--- src/rtl/semaforo_multi.sv ---
// Purpose : multi-direction traffic-light controller; one direction at a time
//           owns green/yellow, every other direction shows red.
// Latency : Moore machine; inputs act on the next rising edge and all outputs
//           decode from registers only.
// Backpressure: none; the sensor and emerg levels are sampled every cycle.
//
// Ports:
//   clock      - the single clock
//   reset      - synchronous, active-high; forces GREEN on direction 0
//   sensor     - bit d high = traffic waiting on direction d
//   emerg      - emergency preemption request (level)
//   light      - light[2d+1:2d] for direction d: GREEN=00, YELLOW=01, RED=10
//   active_dir - direction currently owning green/yellow
//   phase      - GREEN=00, YELLOW=01, ALLRED=10
module semaforo_multi #(
    parameter int N_DIR     = 4,
    parameter int GREEN_MIN = 5,
    parameter int GREEN_MAX = 20,
    parameter int YELLOW_T  = 3,
    parameter int ALLRED_T  = 1,
    localparam int AW = (N_DIR > 2) ? $clog2(N_DIR) : 1
) (
    input  logic               clock,
    input  logic               reset,
    input  logic [N_DIR-1:0]   sensor,
    input  logic               emerg,
    output logic [2*N_DIR-1:0] light,
    output logic [AW-1:0]      active_dir,
    output logic [1:0]         phase
);

    // Timer must hold the largest dwell bound.
    localparam int MAXP0 = (GREEN_MAX > YELLOW_T) ? GREEN_MAX : YELLOW_T;
    localparam int MAXP  = (MAXP0 > ALLRED_T) ? MAXP0 : ALLRED_T;
    localparam int TW    = $clog2(MAXP) + 1;

    localparam logic [TW-1:0] T_SAT = TW'(GREEN_MAX - 1);

    // Thresholds expressed as "cycles already spent in this state" (timer+1),
    // which keeps every comparison against a non-zero constant.
    localparam logic [TW:0] N_GMIN = (TW+1)'(GREEN_MIN);
    localparam logic [TW:0] N_GMAX = (TW+1)'(GREEN_MAX);
    localparam logic [TW:0] N_Y    = (TW+1)'(YELLOW_T);
    localparam logic [TW:0] N_AR   = (TW+1)'(ALLRED_T);

    localparam logic [1:0] LT_GREEN  = 2'b00;
    localparam logic [1:0] LT_YELLOW = 2'b01;
    localparam logic [1:0] LT_RED    = 2'b10;

    typedef enum logic [1:0] {
        ST_GREEN  = 2'b00,
        ST_YELLOW = 2'b01,
        ST_ALLRED = 2'b10
    } state_t;

    state_t          state_q, state_d;
    logic [AW-1:0]   active_dir_q, active_dir_d;
    logic [TW-1:0]   timer_q, timer_d;

    logic [TW:0]     elapsed;
    logic [N_DIR-1:0] req_mask;
    logic            other_req;
    logic            own_req;
    logic            rr_found;
    logic [AW-1:0]   rr_dir;

    assign elapsed = {1'b0, timer_q} + 1'b1;

    // Requests from everyone except the current owner.
    always_comb begin
        req_mask = sensor;
        for (int d = 0; d < N_DIR; d++) begin
            if (AW'(d) == active_dir_q) begin
                req_mask[d] = 1'b0;
            end
        end
        other_req = |req_mask;
        own_req   = sensor[active_dir_q];
    end

    // Round-robin search starting just after the current owner. The index is
    // wrapped by subtraction so non-power-of-two N_DIR never yields a value
    // >= N_DIR. With no requester the owner is kept.
    always_comb begin
        int            idx;
        logic [AW-1:0] cand;
        idx      = 0;
        cand     = '0;
        rr_found = 1'b0;
        rr_dir   = active_dir_q;
        for (int k = 1; k < N_DIR; k++) begin
            idx = int'(active_dir_q) + k;
            if (idx >= N_DIR) begin
                idx = idx - N_DIR;
            end
            cand = AW'(idx);
            if (!rr_found && sensor[cand]) begin
                rr_found = 1'b1;
                rr_dir   = cand;
            end
        end
    end

    // Next-state, next-owner and dwell timer.
    always_comb begin
        state_d      = state_q;
        active_dir_d = active_dir_q;
        timer_d      = timer_q;

        case (state_q)
            ST_GREEN: begin
                // Emergency preempts green at any timer value; otherwise a
                // competitor wins once minimum green is served and either the
                // owner has gone idle or maximum green is reached.
                if (emerg) begin
                    state_d = ST_YELLOW;
                end else if ((elapsed >= N_GMIN) && other_req &&
                             (!own_req || (elapsed >= N_GMAX))) begin
                    state_d = ST_YELLOW;
                end
            end
            ST_YELLOW: begin
                // Yellow always runs its full length, emergency or not.
                if (elapsed >= N_Y) begin
                    state_d = ST_ALLRED;
                end
            end
            ST_ALLRED: begin
                // An emergency parks the junction in all-red until it clears.
                if (!emerg && (elapsed >= N_AR)) begin
                    state_d      = ST_GREEN;
                    active_dir_d = rr_dir;
                end
            end
            default: begin
                state_d      = ST_GREEN;
                active_dir_d = '0;
            end
        endcase

        if (state_d != state_q) begin
            timer_d = '0;
        end else if (timer_q < T_SAT) begin
            timer_d = timer_q + 1'b1;
        end
    end

    always_ff @(posedge clock) begin
        if (reset) begin
            state_q      <= ST_GREEN;
            active_dir_q <= '0;
            timer_q      <= '0;
        end else begin
            state_q      <= state_d;
            active_dir_q <= active_dir_d;
            timer_q      <= timer_d;
        end
    end

    // Output decode from registers only.
    always_comb begin
        light = '0;
        for (int d = 0; d < N_DIR; d++) begin
            if (AW'(d) == active_dir_q) begin
                case (state_q)
                    ST_GREEN:  light[2*d +: 2] = LT_GREEN;
                    ST_YELLOW: light[2*d +: 2] = LT_YELLOW;
                    default:   light[2*d +: 2] = LT_RED;
                endcase
            end else begin
                light[2*d +: 2] = LT_RED;
            end
        end
    end

    assign phase      = state_q;
    assign active_dir = active_dir_q;

endmodule

--- config.mk ---
export PLATFORM = sky130hd
export DESIGN_NAME = semaforo_multi
export DESIGN_NICKNAME = d
export VERILOG_FILES = /design/src/rtl/semaforo_multi.sv
export SDC_FILE = /design/constraint.sdc
export NUM_CORES = 1
export LEC_CHECK = 0
export CAP_MARGIN = 20
export CORE_MARGIN = 3
export CORE_UTILIZATION = 52
export DETAILED_ROUTE_END_ITERATION = 10
export GPL_ROUTABILITY_DRIVEN = 0
export GPL_TIMING_DRIVEN = 0
export HOLD_SLACK_MARGIN = 0.06
export PLACE_DENSITY = 0.79
export SKIP_CTS_REPAIR_TIMING = 1
export SLEW_MARGIN = 20
export SYNTH_ARGS = -nofsm -noshare
export SYNTH_HDL_FRONTEND = slang
export SYNTH_SLANG_ARGS = --single-unit
--- constraint.sdc ---
create_clock -name clock -period 2.7 [get_ports clock]
set_clock_uncertainty 0.2 [all_clocks]
set_input_delay 0.54 -clock clock [delete_from_list [all_inputs] [get_ports clock]]
set_output_delay 0.54 -clock clock [all_outputs]
set_load 0.02 [all_outputs]
; ---- Yosys cells after proc, flatten, opt, wreduce, memory -nomap -nowiden
; Index checks and enable logic that the tools add are counted.
[word_totals]
regBits = 10
in_bits = 7
output_inout_bits = 12
wordCells = 80
[classes]
addsub = 8
order_cmp = 12
eq_ne = 8
mux = 32
bitwise_logic = 1
n_reduce_logical = 16
[op_table]
columns = op, count
row1 = $mux W2, 15
row2 = $lt A2 B3 Y1 const B, 4
row3 = $mux W1, 10
row4 = $ge A3 B3 Y1 const B, 3
row5 = $bmux W1 S2, 4
row6 = $pmux W2 S2, 2
row7 = $add A6 B1 Y7 const B, 1
row8 = $ge A7 B1 Y1 const B, 1
row9 = $ge A7 B2 Y1 const B, 1
row10 = $ge A7 B3 Y1 const B, 1
row11 = $ge A7 B5 Y1 const B, 1
row12 = $add A2 B2 Y3 const B, 2
row13 = $add A6 B1 Y6 const B, 1
row14 = $lt A6 B5 Y1 const B, 1
row15 = $pmux W2 S3, 1
row16 = $sub A2 B1 Y2 const B, 3
row17 = $logic_and A1 B1 Y1, 5
row18 = $eq A2 B2 Y1 const A, 2
row19 = $logic_not A1 Y1, 4
row20 = $logic_not A2 Y1, 2
row21 = $ne A4 B4 Y1 const B, 1
row22 = $reduce_or A2 Y1, 2
row23 = $reduce_or A4 Y1, 1
row24 = $add A2 B1 Y3 const B, 1
row25 = other kinds (8), 8

; ---- Depth between registers and ports, before layout
[depth]
depth_word = 14
depth_mapped = 9
ltp_nobuf = 7

; ---- Worst setup path before layout
; Ideal clock, no wire load.
[synth_path]
path_type = register to register
start = register active_dir_q[0], in the netlist active_dir[0]
end = register active_dir_q[1], in the netlist active_dir[1]
setup_time_ns = 0.123
arrival_time_ns = 2.309
required_time_ns = 2.377
setup_slack_ns = 0.067
stages_incl_launch_ff = 10
path_buffers = 2
synth_period_minus_slack_ns = 2.633
path_cell_list = dfxtp_1 buf_2 inv_1 ha_1 buf_2 mux4_2 nor3b_1 a41oi_1 o32a_1 mux2i_1
[synth_between]
elab_chain_len = 14
elab_cells_between_ends = 31
cone_classes = add/sub (6) / order compare (3) / eq/ne (1) / mux (16) / reduce/logical (5)
[synth_rtl]
columns = element, line
row1 = from (decl), 57  ; logic [AW-1:0] active_dir_q, active_dir_d;
row2 = from (signal assigned), 155  ; active_dir_q <= active_dir_d;
row3 = $add A2 B1 Y3, 92  ; idx = int'(active_dir_q) + k;
row4 = $ge A3 B3 Y1 or $sub A2 B1 Y2 (tied branches), "93, 94"
row5 = $mux W2, 93  ; if (idx >= N_DIR) begin
row6 = $bmux W1 S2, 97  ; if (!rr_found && sensor[cand]) begin
row7 = $mux W1 (not written as such), 97
row8 = $mux W1, 97
row9 = $logic_not A1 Y1, 97
row10 = $logic_and A1 B1 Y1, 97
row11 = $mux W1, 97
row12 = $logic_not A1 Y1, 97
row13 = $logic_and A1 B1 Y1, 97
row14 = $mux W2, 97
row15 = $mux W2, 130  ; if (!emerg && (elapsed >= N_AR)) begin
row16 = $pmux W2 S2, 110  ; case (state_q)
; Several ways; a longest one is shown, not always the timed one. The select of a mux whose other input is x is not followed.
; A chain may end at the register's enable or synchronous reset.

; ---- Final worst setup path
[layout_path]
start = register active_dir_q[0], in the netlist active_dir[0]
end = output light[4]
[layout_between]
elab_chain_len = 2
[layout_rtl]
columns = element, line
row1 = $eq A2 B2 Y1, 164  ; if (AW'(d) == active_dir_q) begin
row2 = $mux W2, 164
row3 = to (decl), 27  ; output logic [2*N_DIR-1:0] light,
; Every way passes these cells.

==> results summary <==
The kind of launch point of the worst setup path is a flop. The most used flip-flop cell after synthesis is dfxtp_1. STA classifies the critical path endpoint as an output port. The non-filler instance count after layout came out at roughly 190. In this run the count of I/O pins placed on the die edge is 19. The worst setup slack after layout is around 0.12 ns.

Yosys mapped a number of flops with a built-in enable equal to 0. The share of total power in sequential cells is 24.6%. The CTS clock-pin slew for the worst setup and hold paths came out at around 0.070 ns. The number of nets handed over by synthesis was 150. The worst hold path begins at timer_q[5]. The part of the cycle the worst path needs is a little over nine tenths. The count of nets left with antenna violations once routing finished came out at 0.

From bottom edge to top edge, the die measures 52.3 um. Yosys attributes the largest share of cell area to dfxtp_1 18%, ha_1 7.8%, mux4_2 6.1%. After detailed routing, the total wire length is roughly 2.8 mm. After floorplanning, the core was divided into 16 placement rows. The number of max-cap violations came out at 0. The arrival time of data at the critical path endpoint came out at about 1.8 ns.

The smallest clock period supported by the final layout is computed as ~2.6 ns. The highest clock rate is about 390 MHz. After technology mapping, the gate count stands at between 100 and 150. The required time at the endpoint of the critical path came out at approximately 2 ns. The total die area is between 2000 and 3000 um^2. CTS built an H-tree with a depth of 1. The clock passes through at most 2 buffers. The number of hold violations in the final report was 0.

The async set-or-reset flop fraction in the synthesized netlist came out at 0%. Once the floorplan was initialized, standard cells occupied roughly 56% of the core. Summed over all cells, the static leakage comes to between 0.0005 and 0.0006 uW. The longest individual stage delay on the worst path is 0.53 ns. The insertion delay to the later sink of the worst-skew pair came out at 0.27 ns.

The instance count after placement with tap cells included is between 150 and 200. 0 antenna diodes ended up in the layout. The worst register-to-register path has a depth of 9.

The total congestion overflow came out at 0. The net switching share of the total power is 43.6%. The commonest cells after synthesis are 12 x nor2_1, 10 x dfxtp_1, 10 x nand2b_1. The combinational share of power is 60.0%. The number of global-route vias before repair came out at about 1000. The destination of the worst register-to-register timing path is active_dir[1].

The final instance area is roughly 1400 um^2. The net switching power came out at around 400 uW. The synthesized design devotes to its leading area cell type between 10% and 20% of total area. The area of the core is ~2000 um^2. The library cell contributing the largest single delay on the critical path is clkdlybuf4s50_1.

The worst setup path is of the flop to output port kind. The first routing iteration left 44 violations. The via-per-instance ratio came out at 6.22. Summing all placed instances gives a cell area of 1310 um^2. After detailed routing, the number of remaining DRC violations is 0. The clock group share of total power came out at 15.3%. The total of fill cells in the finished design came out at around 170.

The placed wire-length estimate after detailed placement came out at ~2 mm. The internal power contribution is between 500 and 600 uW. Timing analysis after detailed placement gives a worst setup slack of -0.0151 ns.

The run finished with clean final reports. The count of final max-slew check failures came out at 0. The first-pass iteration count of the detailed router is 4.

The worst-case register-to-register setup slack is between 0.1 and 0.15 ns. The summed instance area of the synthesized netlist came out at approximately 1100 um^2. The final net count came out at between 150 and 200.

The maximum vdd drop is between 0.0004 and 0.0005 V. The first global-routing pass estimated 4.48 mm of wire. The startpoint identified for the worst register-to-register timing path is active_dir[0].

The path with the worst hold slack has its endpoint at timer_q[5]. The count of input and output buffers came out at 16. The register area share after synthesis came out at around 18%. Setup violations remaining at the end of the flow were counted as 0.

The detailed-route wire length per cell is 15.0 um. In this run, CTS created clock tree buffers numbering 3. The largest fanout on the critical path came out at 10. The die is approximately 52 um wide. TritonCTS built the clock tree. The unique cell type count in the Yosys netlist came out at 47. The cell with the most instances after synthesis is nor2_1. The count of synthesis-stage warnings from yosys came out at 0. Averaged over all synthesized cells, the footprint is 8.21 um^2.

The total global-route track usage is 21.3%. The layout overhead on the synthesized area came out at 25.3%. Traced cell by cell, the critical path runs through buf_6 -> clkinvlp_4 -> ha_1 -> and2_1 -> clkdlybuf4s50_1.

The clock sink count is 10. The number of cells on the worst hold path came out at 1. For the pin with the worst max-slew slack, the measured transition is 0.811 ns.

The root cell of the clock tree is clkbuf_4. The min-delay analysis places its worst path in the category flop to flop. In the final layout, the share of cells above drive strength 1 is between 20 and 25%. Headroom to the max-slew limit came out at between 40% and 50%.

Power spread over the standard cell area amounts to about 660 nW/um^2. Entering global routing, the biggest net connects 11 pins. The number of storage elements in the synthesis netlist is 10. The cell taking the most area after synthesis is dfxtp_1. The initial antenna violation count is 0. Summing over every cut layer, the via total after detailed routing is between 1000 and 1500.
[critical path, delay by kind of cell, from the launching register on]
family        cells  cell delay, ns
flops             1            0.37
buf+inv           3            0.83
fa+ha+maj         1            0.24
simple gates      1            0.13
[cells in the final DEF, fill, tap and decap left out, drive strengths merged, types with 2 or more instances in the layout]
cell type / instances
nand2b: 10
o21ai: 4
and3: 2
nand4: 2
nor2: 12
o32a: 2
xnor2: 3
or2: 2
buf: 7
a31oi: 4
nand3: 5
clkdlybuf4s50: 16
a21oi: 4
o32ai: 2
a31o: 2
inv: 6
o211ai: 2
nor4b: 2
and2: 6
ha: 7
clkbuf: 8
dfxtp: 10
mux2i: 6
nor4: 6
nand2: 2
nor3: 6
mux4: 3
nand3b: 2
[per-stage QoR]
| step | TNS, ns | total power [uW] | utilization (%) | hold slack [ns] |
|---|---|---|---|---|
| 5_1_grt | -0.00216 | 997 | 69.9 | 0.378 |
| 3_3_place_gp | 0 | 707 | 65.4 | 0.332 |
| 3_5_place_dp | -0.0151 | 725 | 65.4 | 0.340 |
| 6_report | 0 | 922 | 69.9 | 0.348 |
| 4_1_cts | -0.709 | 868 | 67.3 | 0.350 |
| 2_1_floorplan | 0 | 576 | - | 0.314 |
[how the worst max path moves through the flow]
stage                              from             to  slack [ns]  cells past startpoint
final                     active_dir[0]       light[4]        0.12                      5
after global routing      active_dir[0]  active_dir[1]      -0.002                      9
after CTS                      phase[0]       light[4]       -0.15                      5
after detailed placement  active_dir[0]  active_dir[1]       -0.02                      9
after global placement    active_dir[0]  active_dir[1]        0.05                      9
after floorplan           active_dir[0]  active_dir[1]        0.07                      9
[final cells by class]
| type | instances | area, um^2 | share of cell area [%] |
|---|---|---|---|
| plain buffers | 8 | 55.1 | 3.94 |
| well taps | 27 | 33.8 | 2.42 |
| inverters | 7 | 30.0 | 2.15 |
| flip-flops and latches | 10 | 205 | 14.7 |
| multi-input cells | 110 | 856 | 61.2 |
| clock buffers | 4 | 36.3 | 2.59 |
| repair buffers | 19 | 183 | 13.1 |
[power by group through the flow]
| stage | Sequential [uW] | Clock [uW] | Combinational, uW |
|---|---|---|---|
| 6_report | 227 | 141 | 554 |
| 5_1_grt | 235 | 151 | 611 |
| 4_1_cts | 210 | 144 | 514 |
| 3_5_place_dp | 214 | 0 | 510 |
| 3_3_place_gp | 212 | 0 | 495 |
| 2_1_floorplan | 222 | 0 | 354 |
[logic make-up (layout without fill, tap and decap cells)]
logic type | after synthesis | in the layout | share of synthesized area (%)
AND/OR/NAND/NOR | 63 | 63 | 33.5
XOR/XNOR | 3 | 3 | 2.35
adder cells (fa/ha/maj) | 7 | 7 | 7.85
AO/OA/AOI/OAI | 27 | 27 | 19.2
flip-flops | 10 | 10 | 17.9
multiplexers | 10 | 10 | 12.4
buffers and inverters | 16 | 38 | 6.73
[metal layers]
layer,part of all wire (%),vias up,global-route usage (%)
met2,46,50,31.0
met4,1.4,0,4.26
li1,-,555,-
met5,0,-,0
met1,45,537,31.7
met3,7.6,8,4.84
[sequential cells by signal, indices dropped and copies added (netlist names)]
signal / flops
phase: 2
timer_q: 6
active_dir: 2
Note: power is estimated with default switching activity, not from simulation.
